**src/rtl/sw_seq_driver.sv**
```systemverilog
// Host-loaded sequence driver for the Smith-Waterman scorer: streams ref/query, waits for finish, reports results.
// Optional expected-result compare is enabled with `define SW_DRV_CHECK_EN.
module sw_seq_driver #(
  parameter int LEN_REF         = 64,
  parameter int LEN_QUERY       = 48,
  parameter int WIDTH_SCORE     = 8,
  parameter int WIDTH_POS_REF   = 7,
  parameter int WIDTH_POS_QUERY = 6,
  parameter int TIMEOUT         = 8191
) (
  input  logic                       clk,
  input  logic                       reset_n,
  input  logic                       wr_en,
  input  logic                       wr_sel,
  input  logic [WIDTH_POS_REF-1:0]   wr_addr,
  input  logic [1:0]                 wr_data,
  input  logic                       start,
  output logic                       busy,
  output logic                       done,
  output logic                       timeout,
  output logic [WIDTH_SCORE-1:0]     res_max,
  output logic [WIDTH_POS_REF-1:0]   res_pos_ref,
  output logic [WIDTH_POS_QUERY-1:0] res_pos_query,
  output logic                       pass,
  input  logic [WIDTH_SCORE-1:0]     exp_max,
  input  logic [WIDTH_POS_REF-1:0]   exp_pos_ref,
  input  logic [WIDTH_POS_QUERY-1:0] exp_pos_query,
  output logic                       sw_valid,
  output logic [1:0]                 sw_data_ref,
  output logic [1:0]                 sw_data_query,
  input  logic                       sw_finish,
  input  logic [WIDTH_SCORE-1:0]     sw_max,
  input  logic [WIDTH_POS_REF-1:0]   sw_pos_ref,
  input  logic [WIDTH_POS_QUERY-1:0] sw_pos_query,
  output logic [1:0]                 dbg_state
);

  // Scorer handshake: sw_valid is high for LEN_REF consecutive cycles, one symbol pair per
  // cycle, no backpressure; sw_finish is a single-cycle pulse honoured only while waiting.

  localparam int IW = $clog2(LEN_REF);
  localparam int QW = (LEN_QUERY > 1) ? $clog2(LEN_QUERY) : 1;
  localparam logic [WIDTH_POS_REF-1:0] REF_LIM  = WIDTH_POS_REF'(LEN_REF);
  localparam logic [WIDTH_POS_REF-1:0] QRY_LIM  = WIDTH_POS_REF'(LEN_QUERY);
  localparam logic [IW-1:0]            LAST_IDX = IW'(LEN_REF - 1);
  localparam logic [IW:0]              QRY_CMP  = (IW+1)'(LEN_QUERY);
  localparam logic [15:0]              TO_LIM   = 16'(TIMEOUT);

  typedef enum logic [1:0] {S_IDLE, S_SEND, S_WAIT, S_DONE} state_t;

  state_t      state, state_nxt;
  logic        go, send_last, fin_hit, to_hit, wr_ok;
  logic [IW-1:0] idx, idx_nxt;
  logic [15:0] wcnt;
  logic [1:0]  ref_buf [LEN_REF];
  logic [1:0]  qry_buf [LEN_QUERY];

  assign dbg_state = state;
  assign idx_nxt   = idx + IW'(1);

  always_ff @(posedge clk or negedge reset_n) begin
    if (!reset_n) state <= S_IDLE;
    else          state <= state_nxt;
  end

  always_comb begin
    state_nxt = state;
    go        = 1'b0;
    send_last = 1'b0;
    fin_hit   = 1'b0;
    to_hit    = 1'b0;
    case (state)
      S_IDLE: if (start) begin
        go        = 1'b1;
        state_nxt = S_SEND;
      end
      S_SEND: if (idx == LAST_IDX) begin
        send_last = 1'b1;
        state_nxt = S_WAIT;
      end
      // finish takes priority over a coincident timeout
      S_WAIT: if (sw_finish) begin
        fin_hit   = 1'b1;
        state_nxt = S_DONE;
      end else if (wcnt == TO_LIM) begin
        to_hit    = 1'b1;
        state_nxt = S_DONE;
      end
      S_DONE:  state_nxt = S_IDLE;
      default: state_nxt = S_IDLE;
    endcase
    wr_ok = (state == S_IDLE) && wr_en && !start;
  end

  always_ff @(posedge clk or negedge reset_n) begin
    if (!reset_n) begin
      idx           <= '0;
      wcnt          <= '0;
      busy          <= 1'b0;
      done          <= 1'b0;
      timeout       <= 1'b0;
      res_max       <= '0;
      res_pos_ref   <= '0;
      res_pos_query <= '0;
      sw_valid      <= 1'b0;
      sw_data_ref   <= 2'b00;
      sw_data_query <= 2'b00;
      for (int i = 0; i < LEN_REF; i++)   ref_buf[i] <= 2'b00;
      for (int i = 0; i < LEN_QUERY; i++) qry_buf[i] <= 2'b00;
    end else begin
      done <= 1'b0;
      if (wr_ok) begin
        if (!wr_sel && wr_addr < REF_LIM) ref_buf[wr_addr[IW-1:0]] <= wr_data;
        if (wr_sel && wr_addr < QRY_LIM)  qry_buf[wr_addr[QW-1:0]] <= wr_data;
      end
      if (go) begin
        idx           <= '0;
        busy          <= 1'b1;
        timeout       <= 1'b0;
        res_max       <= '0;
        res_pos_ref   <= '0;
        res_pos_query <= '0;
        sw_valid      <= 1'b1;
        sw_data_ref   <= ref_buf[0];
        sw_data_query <= qry_buf[0];
      end
      if (state == S_SEND) begin
        if (send_last) begin
          idx           <= '0;
          wcnt          <= '0;
          sw_valid      <= 1'b0;
          sw_data_ref   <= 2'b00;
          sw_data_query <= 2'b00;
        end else begin
          idx           <= idx_nxt;
          sw_data_ref   <= ref_buf[idx_nxt];
          sw_data_query <= ({1'b0, idx_nxt} < QRY_CMP) ? qry_buf[idx_nxt[QW-1:0]] : 2'b00;
        end
      end
      if (state == S_WAIT) begin
        wcnt <= wcnt + 16'd1;
        if (fin_hit) begin
          res_max       <= sw_max;
          res_pos_ref   <= sw_pos_ref;
          res_pos_query <= sw_pos_query;
        end
        if (to_hit) timeout <= 1'b1;
        if (fin_hit || to_hit) begin
          busy <= 1'b0;
          done <= 1'b1;
        end
      end
    end
  end

`ifdef SW_DRV_CHECK_EN
  always_ff @(posedge clk or negedge reset_n) begin
    if (!reset_n)    pass <= 1'b0;
    else if (go)     pass <= 1'b0;
    else if (fin_hit) pass <= (sw_max == exp_max) && (sw_pos_ref == exp_pos_ref) &&
                              (sw_pos_query == exp_pos_query);
    else if (to_hit) pass <= 1'b0;
  end
`else
  logic unused_exp;
  assign unused_exp = ^{exp_max, exp_pos_ref, exp_pos_query};
  assign pass = 1'b0;
`endif

endmodule

```
**config.mk**
```make
export PLATFORM = sky130hd
export DESIGN_NAME = sw_seq_driver
export DESIGN_NICKNAME = d
export VERILOG_FILES = /design/src/rtl/sw_seq_driver.sv
export SDC_FILE = /design/constraint.sdc
export NUM_CORES = 1
export LEC_CHECK = 0
export BUFFER_PORTS_ARGS = -buffer_cell sky130_fd_sc_hd__buf_4
export CORE_ASPECT_RATIO = 1.4
export CORE_MARGIN = 1
export CORE_UTILIZATION = 60
export CTS_BUF_LIST = sky130_fd_sc_hd__clkbuf_4 sky130_fd_sc_hd__clkbuf_8 sky130_fd_sc_hd__clkbuf_16
export DETAILED_ROUTE_END_ITERATION = 10
export PLACE_DENSITY = 0.79
export SETUP_SLACK_MARGIN = 0.05
export SYNTH_ARGS = -nofsm -noshare
export SYNTH_HDL_FRONTEND = slang
export SYNTH_SLANG_ARGS = --single-unit
```
**constraint.sdc**
```tcl
create_clock -name clk -period 3.48 [get_ports clk]
set_clock_uncertainty 0.1 [all_clocks]
set_input_delay 0.348 -clock clk [delete_from_list [all_inputs] [get_ports clk]]
set_output_delay 0.348 -clock clk [all_outputs]
set_load 0.005 [all_outputs]
```
=== Word level (Yosys, flattened, before mapping) ===
Cells that the tools add are included.

* $add $sub $neg: 2
* Magnitude comparators: 6
* Equal/unequal tests: 8
* Muxes and demuxes: 57
* Bitwise gates (word level): 2
* Reductions and logical operators: 16

{| class="wikitable"
|+ Operator list
! operator !! number
|-
| bitwise mux 128 bit || 1
|-
| bitwise mux 96 bit || 1
|-
| 2-to-1 mux 16 bit || 3
|-
| 2-to-1 mux 6 bit || 6
|-
| 2-to-1 mux 2 bit || 16
|-
| binary-select mux 2 bit (select 6 bit) || 2
|-
| 2-to-1 mux 8 bit || 3
|-
| 2-to-1 mux 7 bit || 3
|-
| 2-to-1 mux 1 bit || 20
|-
| adder 16 x 1 -> 16 bit (second input constant) || 1
|-
| == test 16 x 13 -> 1 bit (second input constant) || 1
|-
| greater-or-equal comparator 7 bit (second input constant) || 2
|-
| inverter 6 -> 7 bit || 2
|-
| demux 2 bit (select 6 bit) || 1
|-
| case mux 2 bit (4 select lines) || 1
|-
| less-than comparator 7 x 1 -> 1 bit (second input constant) || 1
|-
| less-than comparator 7 x 6 -> 1 bit (second input constant) || 1
|-
| less-than comparator 7 bit (second input constant) || 1
|-
| adder 6 x 1 -> 6 bit (second input constant) || 1
|-
| == test 6 bit (second input constant) || 1
|-
| less-than comparator 6 bit (second input constant) || 1
|-
| AND reduction 2 bit || 3
|-
| nonzero test 2 bit || 3
|-
| logical AND 1 bit || 5
|-
| 8 further kinds || 11
|}

* Flip-flop bits (word level): 277
* Bits of input ports: 57
* Output and inout bits: 32

=== Longest topological paths before layout ===
* Depth after elaboration: 8
* Depth in mapped cells: 9
* Gate-level depth less buffers: 8

=== Worst setup path after synthesis ===
No wires, ideal clock.

* Kind: reg2reg
* Start point: register idx[1]
* End point: register sw_data_query[1]
* Setup time: 0.128 ns
* Arrival: 2.172 ns
* Required time: 3.252 ns
* Path slack: 1.081 ns
* Stages on the path, launching flop included: 8
* Buffers on the path: 2
* Cell sequence: dfrtp_1 -> ha_1 -> buf_4 -> clkbuf_1 -> mux4_2 -> mux4_2 -> mux2i_1 -> o22ai_1

* Cells in the longest elaborated chain, start to end: 8

{| class="wikitable"
|+ Ends and longest elaborated chain
! what !! RTL line !! source
|-
| start, declared || 53 || <nowiki>logic [IW-1:0] idx, idx_nxt;</nowiki>
|-
| start signal, assigned || 135 || <nowiki>idx <= idx_nxt;</nowiki>
|-
| adder 6 x 1 -> 6 bit || 59 || <nowiki>assign idx_nxt = idx + IW'(1);</nowiki>
|-
| inverter 6 -> 7 bit (not written as such) || 137 || <nowiki>sw_data_query <= ({1'b0, idx_nxt} < QRY_CMP) ? qry_buf[idx_nxt[QW-1:0]] : 2'b00;</nowiki>
|-
| binary-select mux 2 bit (select 6 bit) || 137 ||
|-
| 2-to-1 mux 2 bit (not written as such) (2 in a row) || 137 ||
|-
| 2-to-1 mux 2 bit || 137 ||
|-
| 2-to-1 mux 2 bit * || 128 || <nowiki>if (send_last) begin</nowiki>
|-
| 2-to-1 mux 2 bit * || 127 || <nowiki>if (state == S_SEND) begin</nowiki>
|-
| end signal, assigned || 125 || <nowiki>sw_data_query <= qry_buf[0];</nowiki>
|-
| end signal, assigned || 137 ||
|-
| end, declared || 30 || <nowiki>output logic [1:0] sw_data_query,</nowiki>
|}

Mark *: on every way between the ends. The rest lies on a longest branch, timed or not. The select of a mux whose other input is x is not followed.
A chain may end at the register's enable or synchronous reset.

=== Worst setup path in the final report ===
* Start point: register state[0] (netlist: dbg_state[0])
* End point: register ref_buf[38] (netlist bit)

* Cells in the longest elaborated chain, start to end: 4

{| class="wikitable"
|+ Ends and longest elaborated chain
! what !! RTL line !! source
|-
| start, declared || 51 || <nowiki>state_t state, state_nxt;</nowiki>
|-
| start signal, assigned || 63 || <nowiki>else state <= state_nxt;</nowiki>
|-
| logical NOT 2 bit || 92 || <nowiki>wr_ok = (state == S_IDLE) && wr_en && !start;</nowiki>
|-
| logical AND 1 bit (2 in a row) || 92 ||
|-
| AND reduction 2 bit (no source line) || -- ||
|-
| end signal, assigned by index || 113 || <nowiki>if (!wr_sel && wr_addr < REF_LIM) ref_buf[wr_addr[IW-1:0]] <= wr_data;</nowiki>
|-
| end, declared || 55 || <nowiki>logic [1:0] ref_buf [LEN_REF];</nowiki>
|}

Every way passes these cells.

==> results.md <==
- Status: finished, final reports clean
- Total CTS buffers: 26
- Core Area: between 20000 and 25000 µm²
- Crit path capture type: register
- Via Count: 8224
- DRC errors left: 0
- Crit-path cells: inv_1 -> ha_1 -> and4bb_1 -> nor2b_1 -> nand3_1 -> nor2_1 -> mux2_2
- Hold path cells: 3
- DP Worst Slack: 0.5539 ns
- Critical Path Source Type: register
- Initial Utilization: 61.72%
- Final Max Slew Viols: 0
- Post-Synthesis Cells: 999
- Peak VDD IR: between 400 and 500 µV
- Synth Area per Inst: between 10 and 15 µm²
- Dominant synthesized flop cell: dfrtp_1
- Diode count: 0
- TNS Setup: 0 ns
- FF/Latch Area: 6935 µm²
- Final Hold Vio Count: 0
- Area post-placement: 13950 µm²
- Drt first pass iters: 4
- Routed wire length: about 29000 µm
- GRT Resource Usage Total: 26.95%
- Layout Nets: 1126
- Share of cells above drive strength 1: 39.28%
- Post-synth EDFFs: 0
- Hold Buf Count CTS: 23
- Largest net degree at the start of global routing: 113
- Ys Warns: 0
- Post-CTS Resized: 0
- Max Freq: 335.3 MHz
- Clk slew on worst S/H paths: 0.06 ns
- FF-to-FF path depth: 7
- Worst Path Arrival: 3.29 ns
- Synth Register Bits: 277
- Area of the multi-input gates: a little under 6000 µm²
- Minimum clock period: ~3 ns
- Vias in the first global route: 8969
- Num rows: 63
- Final setup fails: 0
- Fraction of the yosys area taken by sequential cells: 52.38%
- Buf/Inv on CP: 1
- Min-delay worst type: input pin to register
- Filler Cells Inserted: 1450
- Die span in x: 127.5 µm
- Grt total ovfl: 0
- Post-Syn Nets: 1061
- Synth unique cells: 54
- H-tree level count: 1
- Fin area: 15080 µm²
- Final ANT Viol Nets: 0
- Maximum root-to-sink buffer count: 3
- Clock Tree Root: clkbuf_16
- Initial antenna violation count: 0
- Post-detail-place hpwl: 18160 µm
- Commonest non-fill, non-tap cells in the layout: dfrtp_1, mux2_2, nor2_1
- Post-CTS setup buffer count: 0
- Leading cell type in the layout, fill and taps excluded: dfrtp_1
- First-pass GRT wire length: ~47000 µm
- RD Place Congestion: a little over 0.8
- Asr flop ratio synth: 100.0%
- Crit path max fanout: 8
- Setup slack after layout: 0.4977 ns
- Worst-margin pin slew: 1.110 ns
- Avg WL per Cell: 20.94 µm
- Drt initial violations: ~500
- Static Leak: roughly 0.0071 µW
- I/O Buffers: 66
- RSZ-0062 raised after global routing: false
- Synthesized area: 13230 µm²
- TritonCTS Sinks: 277
- Type of the worst setup path: register to register
- Ports: 89
- CTS tree: yes
- Layout overhead on the synthesized area: 13.94%
- PwrDens: 595.6 nW/µm²
- Worst Path Required: 3.79 ns
- CP max stage delay: 0.52 ns
- Die ar.: ~23000 µm²
- CP delay by family, top: simple AND/OR/NAND/NOR gates
- Worst skew pair latency: 0.53 ns
- Final worst-path cycle share: 85.70%
- Normalized max-slew margin: approximately a quarter
- Max Cap Viol: 0
- Via density: between 5 and 6
- Slowest-stage cell, CP: nand3_1
- Number of cells on the critical path: 7
- Die Y-Extent: 177.7 µm
-- cells by family (layout without fill, tap and decap cells) --
logic type                 count (synthesis)  count (layout)  share of synthesized area (%)
and+or+nand+nor                          266             266                          9.190
adders and majority gates                  5               5                         0.4727
muxes                                    300             300                          30.67
AOI/OAI and AO/OA                         58              58                          3.243
buffers and inverters                     75             158                          2.638
DFF                                      277             277                          52.38
xor gates and xnor gates                  17              17                          1.380
other                                      1               1                        0.02834
-- tightest hold or removal path, stage by stage --
cell and delay [ns]:
buf_4 0.10, and2_1 0.20, o21a_1 0.12
-- state kept, by name, summed over array words and instances, names as in the netlist, 6 cells and up --
name and cells:
ref_buf 128, qry_buf 96, wcnt 16, res_max 8, res_pos_ref 7, idx 6, res_pos_query 6
-- layer usage --
layer / GRT usage (%) / vias to the layer above / wire length (µm) / part of all wire [%]
met4: 8.780 / 0 / 693 / 2.4
met2: 48.75 / 187 / 15230 / 53
met3: 3.316 / 36 / 1315 / 4.6
li1: - / 3724 / - / -
met5: 0 / - / 0 / 0
met1: 33.47 / 4277 / 11530 / 40
-- where the power goes --
part           switching [µW]  total (µW)  leakage (µW)  internal (µW)
clock network            1180        2930      0.000456           1750
registers                 247        3700       0.00382           3460
logic                    1300        2340       0.00282           1050
total                    2730        8980       0.00709           6250
-- final cells by class --
| cell class | instances | share of cell area [%] |
|---|---|---|
| Sequential cell | 277 | 46.00 |
| Multi-Input combinational cell | 647 | 39.52 |
| Timing Repair Buffer | 106 | 5.958 |
| Clock buffer | 38 | 5.361 |
| Tap cell | 292 | 2.423 |
| Clock inverter | 8 | 0.5975 |
| Inverter | 6 | 0.1494 |
-- cells in the mapped netlist, types with 3 or more instances --
cell        n  area (µm²)
buf_4       8       60.06
clkbuf_1   50       187.7
dfrtp_1   277        6932
o22ai_1     4       25.02
nor2b_1    12       75.07
o21ai_0     9       45.04
buf_6       4       45.04
nor3_1      8       40.04
and3b_1     3       26.28
xor2_1      7       61.31
mux2_1      3       33.78
inv_1       6       22.52
o21a_1      3       22.52
ha_1        5       62.56
and3_1      6       37.54
mux2i_1    14       140.1
xnor2_1     7       61.31
nand2b_1    5       31.28
a22o_1     23       201.4
nor2_1    110       412.9
nand2_1    73       274.0
nand3_1    24       120.1
a21oi_1     6       30.03
nand4_1     3       18.77
mux2_2    221        2489
mux4_2     62        1396
or3_1       3       18.77
a211oi_1    4       30.03
buf_2       6       30.03
-- path summary, 6_finish.rpt --
kind / startpoint / to / slack (ns)
setup / recovery: dbg_state[0] / ref_buf[38] / 0.50
hold / removal: start / sw_valid / 0.18
setup reg to reg: dbg_state[0] / ref_buf[38] / 0.50
hold reg to reg: qry_buf[74] / qry_buf[74] / 0.39
max in group asynchronous: reset_n / ref_buf[14] / 1.95
min in group asynchronous: reset_n / qry_buf[7] / 0.31
-- through the flow --
stage | total power (µW) | hold WS [ns] | instances | utilization [%]
after floorplan | 5311 | -0.04759 | 999 | -
after global placement | 6003 | 0.3340 | 1305 | 65.05
after detailed placement | 6061 | 0.3402 | 1305 | 65.05
after CTS | 9037 | 0.1535 | 1374 | 70.31
after global routing | 9387 | 0.2003 | 1374 | 70.33
final | 8981 | 0.1760 | 1374 | 70.33
Power figures use the tool's default switching activity.
